<file path="src/rtl/rv_multicycle_ctrl.sv">
// rv_multicycle_ctrl
// Multi-cycle control sequencer for a reduced RISC-V datapath that executes
// only addi and bne. It owns the PC and the instruction register. It fetches
// over a req/ack instruction-memory handshake and decodes the fetched word.
// It drives the register-file addresses, the immediate and the ALU controls.
// Branches resolve from the ALU eq flag.
//
// Ports:
//   clk, rst          clock (rising edge) / asynchronous active-low reset
//   start             one-cycle pulse, leaves IDLE
//   imem_req/addr     fetch request and address (= pc)
//   imem_ack/rdata    fetch completion and instruction word
//   rs1, rs2, rd      register-file addresses decoded from ir
//   imm_ext           sign-extended immediate (I-type, or B-type for bne)
//   alu_src           1 = ALU op2 is imm_ext, 0 = register rs2
//   ALU_ctrl          0 = add, 1 = compare
//   reg_write         register-file write enable (EXECUTE of addi, rd != 0)
//   eq                ALU compare flag, sampled at the end of EXECUTE
//   pc, busy, trap    program counter, activity flag, sticky fault flag
//   retired           wrapping count of completed instructions
module rv_multicycle_ctrl #(
  parameter int                    Data_Width    = 32,
  parameter int                    Address_Width = 5,
  parameter logic [Data_Width-1:0] PC_RESET      = '0,
  parameter int                    CNT_W         = 16
) (
  input  logic                     clk,
  input  logic                     rst,
  input  logic                     start,
  output logic                     imem_req,
  output logic [Data_Width-1:0]    imem_addr,
  input  logic                     imem_ack,
  input  logic [Data_Width-1:0]    imem_rdata,
  output logic [Address_Width-1:0] rs1,
  output logic [Address_Width-1:0] rs2,
  output logic [Address_Width-1:0] rd,
  output logic [Data_Width-1:0]    imm_ext,
  output logic                     alu_src,
  output logic                     ALU_ctrl,
  output logic                     reg_write,
  input  logic                     eq,
  output logic [Data_Width-1:0]    pc,
  output logic                     busy,
  output logic                     trap,
  output logic [CNT_W-1:0]         retired
);

  typedef enum logic [2:0] {
    IDLE    = 3'd0,
    FETCH   = 3'd1,
    DECODE  = 3'd2,
    EXECUTE = 3'd3,
    TRAP    = 3'd4
  } state_t;

  localparam logic [6:0] OPC_OP_IMM = 7'b0010011;
  localparam logic [6:0] OPC_BRANCH = 7'b1100011;

  state_t                  state_reg, state_next;
  logic [Data_Width-1:0]   pc_reg, pc_next;
  logic [Data_Width-1:0]   ir_reg, ir_next;
  logic [CNT_W-1:0]        retired_reg, retired_next;
  logic                    trap_reg, trap_next;

  logic                    is_addi;
  logic                    is_bne;
  logic [Data_Width-1:0]   imm_i;
  logic [Data_Width-1:0]   imm_b;
  logic [Data_Width-1:0]   pc_plus4;
  logic [Data_Width-1:0]   br_target;

  // Decode is purely combinational from ir, so the fields stay stable
  // across a stalled fetch because ir only loads on the ack edge.
  assign is_addi = (ir_reg[6:0] == OPC_OP_IMM) && (ir_reg[14:12] == 3'b000);
  assign is_bne  = (ir_reg[6:0] == OPC_BRANCH) && (ir_reg[14:12] == 3'b001);

  assign imm_i = {{(Data_Width-12){ir_reg[31]}}, ir_reg[31:20]};
  assign imm_b = {{(Data_Width-13){ir_reg[31]}}, ir_reg[31], ir_reg[7],
                  ir_reg[30:25], ir_reg[11:8], 1'b0};

  assign rs1      = ir_reg[19:15];
  assign rs2      = ir_reg[24:20];
  assign rd       = ir_reg[11:7];
  assign imm_ext  = is_bne ? imm_b : imm_i;
  assign ALU_ctrl = is_bne;
  assign alu_src  = ~is_bne;

  // Branch taken when the operands differ (eq == 0).
  assign pc_plus4  = pc_reg + Data_Width'(4);
  assign br_target = eq ? pc_plus4 : (pc_reg + imm_b);

  // Output strobes depend only on the state register, so an asynchronous
  // reset drops them at once without waiting for a clock.
  assign imem_req  = (state_reg == FETCH);
  assign imem_addr = pc_reg;
  assign busy      = (state_reg == FETCH) || (state_reg == DECODE) ||
                     (state_reg == EXECUTE);
  assign reg_write = (state_reg == EXECUTE) && is_addi && (rd != '0);
  assign pc        = pc_reg;
  assign trap      = trap_reg;
  assign retired   = retired_reg;

  always_ff @(posedge clk or negedge rst) begin
    if (!rst) begin
      state_reg   <= IDLE;
      pc_reg      <= PC_RESET;
      ir_reg      <= '0;
      retired_reg <= '0;
      trap_reg    <= 1'b0;
    end else begin
      state_reg   <= state_next;
      pc_reg      <= pc_next;
      ir_reg      <= ir_next;
      retired_reg <= retired_next;
      trap_reg    <= trap_next;
    end
  end

  always_comb begin
    state_next   = state_reg;
    pc_next      = pc_reg;
    ir_next      = ir_reg;
    retired_next = retired_reg;
    trap_next    = trap_reg;
    case (state_reg)
      IDLE: begin
        if (start) state_next = FETCH;
      end
      FETCH: begin
        if (imem_ack) begin
          ir_next    = imem_rdata;
          state_next = DECODE;
        end
      end
      DECODE: begin
        if (is_addi || is_bne) begin
          state_next = EXECUTE;
        end else begin
          trap_next  = 1'b1;
          state_next = TRAP;
        end
      end
      EXECUTE: begin
        // A misaligned branch target faults before anything commits, so
        // pc keeps the address of the faulting bne.
        if (is_bne && (br_target[1:0] != 2'b00)) begin
          trap_next  = 1'b1;
          state_next = TRAP;
        end else begin
          pc_next      = is_bne ? br_target : pc_plus4;
          retired_next = retired_reg + CNT_W'(1);
          state_next   = FETCH;
        end
      end
      TRAP: begin
        state_next = TRAP;
      end
      default: begin
        state_next = IDLE;
      end
    endcase
  end

endmodule
</file>
<file path="config.mk">
export PLATFORM = sky130hd
export DESIGN_NAME = rv_multicycle_ctrl
export DESIGN_NICKNAME = d
export VERILOG_FILES = /design/src/rtl/rv_multicycle_ctrl.sv
export SDC_FILE = /design/constraint.sdc
export NUM_CORES = 1
export LEC_CHECK = 0
export ABC_AREA = 1
export BUFFER_PORTS_ARGS = -buffer_cell sky130_fd_sc_hd__buf_2
export CAP_MARGIN = 20
export CORE_AREA = 4 4 136 138
export CTS_CLUSTER_SIZE = 16
export DETAILED_ROUTE_END_ITERATION = 16
export DIE_AREA = 0 0 140 142
export GPL_TIMING_DRIVEN = 0
export PLACE_DENSITY_LB_ADDON = 0.2
export SYNTH_ARGS = -nofsm -noshare
export SYNTH_HDL_FRONTEND = slang
export SYNTH_SLANG_ARGS = --single-unit
</file>
<file path="constraint.sdc">
create_clock -name clk -period 2.4 [get_ports clk]
set_input_delay 0.36 -clock clk [delete_from_list [all_inputs] [get_ports clk]]
set_output_delay 0.36 -clock clk [all_outputs]
set_load 0.1 [all_outputs]
</file>
==> impl_results.md, run 1 <==
- Status: complete, no violations
- Hold Crit Class: in -> reg
- Clock-pin slew on the worst setup and hold paths: 0.07 ns
- Period Utilization, post-route: a little over nine tenths
- Yosys warnings: 0
- Worst-path fanout max: 11
- Starting Density: 44.4%
- Post-route antenna net violation count: 0
- Starting DRC count in detailed routing: 632
- CP dominant cell by count: nand2_1
- Kind of critical path: reg -> reg
- CP delay by family, top: simple AND/OR/NAND/NOR gates
- Remaining Overflow, GRT: 0
- Crit path cell chain: buf_12 > ha_1 > nand2_1 > nor2_2 > nand2_1 > inv_1 > nand3_1 > nand3_1 > nand2_1 > nand3_1 > nand2_1 > nand2_1 > nand2_1
- Gr usage total: between 20% and 30%
- Placer Congestion: 0.945
- Post-Syn Area: approximately 0.0076 mm^2
- CTS buffer count: 9
- Crit path from: ir_reg[31]$_DFFE_PN0P_
- CP max-delay cell: dfrtp_4
- Cell Area, Placed: slightly below 0.009 mm^2
- Worst Setup Start Kind: flop
- Core Rows: 48
- Initial antenna violation count: 1
- Multi-input logic area: 0.00437 mm^2
- Die Wd: 140 um
- Fmax achieved: ~430 MHz
- Top-area cell type share of the netlist area: 27.2%
- Max reg flops: 32
- Buf/Inv on CP: 2
- Avg Inst Size Synth: 6.58 um^2
- Register area: 0.00209 mm^2
- Post-layout nets: 1,417
- Syn Inst Count: around 1,200
- Num Clock Sinks: 83
- Max_cap viols: 0
- Core area: 0.0172 mm^2
- First-pass GRT wire length: 38,300 um
- Filler cells: 1,781
- Post-synthesis sequential area ratio: roughly 27%
- CTS Buffer Depth: 2
- Synth top area cells: dfrtp_1 (27%), nand2_1 (18%), inv_1 (7.9%)
- Crit path DAT: 2.56 ns
- WP data required: 2.64 ns
- Final Max Slew Viols: 0
- Primary FF master, synth: dfrtp_1
- Drt pass-1 iters: 5
- Die area: roughly 0.020 mm^2
- Final min period: 2.32 ns
- Final HPWL DP: between 15,000 and 20,000 um
- Worst R2R Start: ir_reg[31]$_DFFE_PN0P_
- Worst-Skew Late Latency: 0.35 ns
- Routed wire length: 24,300 um
- H-tree depth: 3
- Final Cell Area: 0.00933 mm^2
- Number of global-route vias before repair: 7,409
- Critical path's largest stage delay: 0.50 ns
- CTS tree: yes
- Distinct cells, synth: 42
- #FFs+latches synth: between 80 and 90
- Post-synth EDFFs: 0
- Setup crit end kind: flop
- Post-synth top area cell: dfrtp_1
- P&R area growth vs syn: 22.4%
- Final hold slack: 0.230 ns
- Drc violations: 0
- Via count: 7,854
- Via/cell ratio: between 4 and 5
- IO Port Bufs: 167
- Worst Clk Skew: 0.00863 ns
- Largest net degree at the start of global routing: 47
- Die Y: 142 um
- Hold Crit Start: imem_rdata[0]
- Routed WL per cell: 15.4 um
- Worst-Margin Slew: between 0.5 and 0.6 ns
- IO Pins: 170
- Fin. Hold Viols: 0
- Fraction of registers with async set/reset: between 90% and 100%
- Rel. slew slack: 64.6%
- Root buffer cell: clkbuf_16
- Layout cells sized above 1: roughly 28%
- Final setup fails: 0
[synthesized netlist by cell type, types with 2 or more instances]
cell      count
nor2_1      105
nand2_1     362
xnor2_1       8
ha_1         32
dfrtp_1      83
buf_2        10
nand2_2       5
nor3_1       15
buf_4        78
nor4_1        2
mux2_2       27
nor2_4        5
o211ai_1      4
nor2_2        5
and2_1        3
a22oi_1       2
a21oi_1      50
nand3_2       4
xor2_1       25
nand4_1      16
inv_2         7
nand3b_1      5
nand3_1      86
o21ai_0      16
o21ai_1      14
a31oi_1       3
o21bai_1      5
nor3_2        6
inv_1       161
o31ai_1       3
[what timing repair did]
item / in CTS / in global routing
setup buffers: 1 / 6
endpoints found under the hold margin: 8 / 0
resized for setup: 7 / 34
gates cloned: 0 / 0
hold buffers: 1 / 0
setup endpoints to repair: 24 / 22
[through the flow]
| step | std cells | setup WS, ns | util [%] | setup TNS (ns) |
|---|---|---|---|---|
| final | 1578 | 0.0784 | 54.3 | 0 |
| after global routing | 1577 | -0.00353 | 54.3 | -0.00414 |
| after CTS | 1571 | 0.0277 | 53.2 | 0 |
| after detailed placement | 1553 | -0.265 | 51.2 | -1.70 |
| after global placement | 1552 | -0.767 | 51.0 | -10.79 |
| after floorplan | 1160 | -0.221 | - | -0.221 |
[worst paths after layout]
| path | endpoint | slack (ns) | cells past startpoint |
|---|---|---|---|
| hold reg to reg | trap$_DFFE_PN0P_ | 0.50 | 1 |
| max in group asynchronous | imem_addr[20]$_DFFE_PN0P_ | 1.25 | 3 |
| min in group asynchronous | retired[4]$_DFFE_PN0P_ | 0.53 | 2 |
| setup / recovery | imem_addr[22]$_DFFE_PN0P_ | 0.08 | 13 |
| setup reg to reg | imem_addr[22]$_DFFE_PN0P_ | 0.08 | 13 |
| hold / removal | ir_reg[0]$_DFFE_PN0P_ | 0.23 | 2 |
[area by class of cell]
class / count / share of cell area [%]
Multi-Input combinational cell: 819 / 46.9
Sequential cell: 83 / 22.4
Timing Repair Buffer: 176 / 10.6
Buffer: 89 / 7.00
Inverter: 169 / 6.85
Tap cell: 225 / 3.02
Clock buffer: 10 / 2.45
Clock inverter: 6 / 0.804
Antenna cell: 1 / 0.0268
[kinds of logic (layout without fill, tap and decap cells)]
logic type	Yosys count	after routing	share of synthesized area (%)
buf+inv	258	450	16.8
simple gates	623	623	35.2
other cells	1	3	0.0492
flops	83	83	27.2
compound gates	101	101	7.37
xor+xnor	33	33	3.79
fa+ha+maj	33	33	5.51
mux	27	27	3.99
[cell usage in the layout, fill, tap and decap left out, types with 8 or more instances in the layout]
cell	synthesis	final
nand3_1	86	85
buf_6	1	8
o21ai_0	16	14
buf_4	78	83
nor3_1	15	15
buf_2	10	168
ha_1	32	25
nor2_1	105	97
mux2_2	27	27
nand2_2	5	10
nor2_2	5	13
inv_1	161	160
nand2_1	362	357
clkbuf_16	0	9
xor2_1	25	25
nand4_1	16	16
o21ai_1	14	16
dfrtp_1	83	75
a21oi_1	50	47
xnor2_1	8	8
[per-layer routing]
layer / up-vias / GRT usage (%) / wire (um)
met2: 288 / 38.4 / 10800
met1: 3544 / 32.5 / 10700
met3: 52 / 5.51 / 2030
met5: - / 0 / 13
li1: 3968 / - / -
met4: 2 / 8.82 / 766
Power of run 1 is left out: the tool's default activity adds up to more than one toggle a clock period on the data nets, which glitch-free logic cannot reach.
==> run 2: changes to the inputs <==
- CELL_PAD_IN_SITES_DETAIL_PLACEMENT: not set -> 0
- CELL_PAD_IN_SITES_GLOBAL_PLACEMENT: not set -> 1
- CORE_AREA: 4 4 136 138 -> 4 4 153 155
- DIE_AREA: 0 0 140 142 -> 0 0 157 159
==> impl_results.md, run 2 (synthesized netlist as in run 1, its figures left out) <==
- Status: complete, but fails checks
- Failing checks: negative hold slack
- Core Rows: 54 (+13%)
- WP data required: 2.04 ns (-0.60 ns)
- Final Cell Area: 0.00953 mm^2 (+2.2%)
- WL met2: 12,500 um (+16%)
- Post-route antenna net violation count: 0 (unchanged)
- IO Port Bufs: 167 (unchanged)
- CP dominant cell by count: nor2_1
- Worst-Margin Slew: 0.597 ns (+0.0665 ns)
- Post-layout nets: 1,415 (-0.14%)
- Worst-path fanout max: 7 (-4)
- Max_cap viols: 0 (unchanged)
- Clock-pin slew on the worst setup and hold paths: 0.08 ns (about the same)
- Rel. slew slack: 60.2% (-4.4 points)
- Filler cells: 2,359 (+32%)
- First-pass GRT wire length: 41,100 um (+7.5%)
- Starting Density: 34.9% (-9.5 points)
- Fin Setup TNS: 0 ns (unchanged)
- Via count: 7,744 (-1.4%)
- CTS buffer count: 9 (unchanged)
- Gr usage total: 21.1% (-3.1 points)
- H-tree depth: 3 (unchanged)
- Buf/Inv on CP: 1 (-1)
- Routed wire length: 26,800 um (+10%)
- Critical path's largest stage delay: 0.38 ns (-0.12 ns)
- Worst-Skew Late Latency: 0.36 ns (about the same)
- Fin. Hold Viols: 4 (+4)
- Setup crit end kind: primary output
- Final Max Slew Viols: 0 (unchanged)
- Num Clock Sinks: 83 (unchanged)
- Final min period: 2.28 ns (-0.0379 ns)
- Die Wd: 157 um (+12%)
- Crit path DAT: 1.92 ns (-0.64 ns)
- Final hold slack: -0.0156 ns (-0.245 ns)
- Setup ws final: 0.116 ns (+0.0379 ns)
- Final setup fails: 0 (unchanged)
- CP max-delay cell: dfrtp_1
- Via/cell ratio: 4.75 (-4.5%)
- M1 WL: 12,300 um (+15%)
- Top routing layer in use: met4
- Placer Congestion: 0.890 (-5.9%)
- CTS tree: yes
- Cell Area, Placed: 0.00887 mm^2 (+0.78%)
- CP delay by family, top: simple AND/OR/NAND/NOR gates
- Leading cell types in the layout, fill and taps excluded: nand2_1 (355), buf_2 (169), inv_1 (161)
- Die Y: 159 um (+12%)
- Number of global-route vias before repair: 7,342 (-0.90%)
- Largest net degree at the start of global routing: 45 (-4.3%)
- Period Utilization, post-route: 95.2% (-1.6 points)
- Worst Setup Start Kind: flop
- IO Pins: 170 (unchanged)
- Core area: 0.0218 mm^2 (+27%)
- Final HPWL DP: 21,400 um (+11%)
- Routed WL per cell: 16.5 um (+7.0%)
- Drt pass-1 iters: 5 (unchanged)
- Kind of critical path: reg -> out
- Worst Clk Skew: 0.0119 ns (+0.00325 ns)
- Layout cells sized above 1: 29.4% (+1.4 points)
- Most common cell after layout, fill and taps aside: nand2_1
- Initial antenna violation count: 0 (-1)
- Drc violations: 0 (unchanged)
- Met3 wire len: 1630 um (-20%)
- Number of diodes: 0 (-1)
- Fmax achieved: 438 MHz (+1.7%)
- Root buffer cell: clkbuf_16
- Max reg flops: 32 (unchanged)
- P&R area growth vs syn: 25.0%
- Finished Core Util: 43.7% (-11 points)
- Die area: 0.0250 mm^2 (+26%)
- Worst slack, placed: -0.317 ns (-0.0515 ns)
- Crit path cell chain: nor2_1 > nand3_1 > nor2_1 > nand2_2 > o21ai_1 > buf_6
- Remaining Overflow, GRT: 0 (unchanged)
- Hold Crit Class: in -> async
- Starting DRC count in detailed routing: 443 (-30%)
- CTS Buffer Depth: 2 (unchanged)
## run 2: worst paths after layout
kind	depth (start not counted)	slack, ns	from	end
min	1	-0.02	rst	retired[5]$_DFFE_PN0P_
min reg2reg	1	0.47	trap$_DFFE_PN0P_	trap$_DFFE_PN0P_
max reg2reg	9	0.16	ir_reg[31]$_DFFE_PN0P_	imem_addr[13]$_DFFE_PN0P_
max in group asynchronous	2	1.77	rst	imem_addr[1]$_DFFE_PN0P_
min in group clk	2	0.23	imem_rdata[27]	ir_reg[27]$_DFFE_PN0P_
max	6	0.12	ir_reg[3]$_DFFE_PN0P_	imm_ext[2]
## run 2: repair_timing
action	in CTS	in global routing
gates resized for setup	7	64
gates cloned	0	0
pin swaps	0	3
setup buffers	2	4
endpoints found under the hold margin	0	0
hold buffers	0	0
endpoints found under the setup margin	25	24
## run 2: cell type report
type	count	area (um^2)	share of cell area, %
Buffer	89	649	6.81
Clock buffer	9	225	2.36
Clock inverter	7	81.3	0.853
Inverter	169	636	6.67
Multi-Input combinational cell	819	4540	47.6
Sequential cell	83	2090	21.9
Tap cell	280	350	3.67
Timing Repair Buffer	174	960	10.1
## run 2: through the flow
stage                     hold slack [ns]  cells
after floorplan                    0.0644   1160
after global placement              0.461   1607
after detailed placement            0.395   1608
after CTS                         0.00181   1626
after global routing               0.0282   1630
final                             -0.0156   1630
## run 2: metal layers
metal	vias to the layer above	track usage (%)
met2	223	34.5
met5	-	0
li1	3969	-
met3	23	3.26
met1	3529	29.5
met4	0	4.06
Power of run 2 is left out for the same reason.
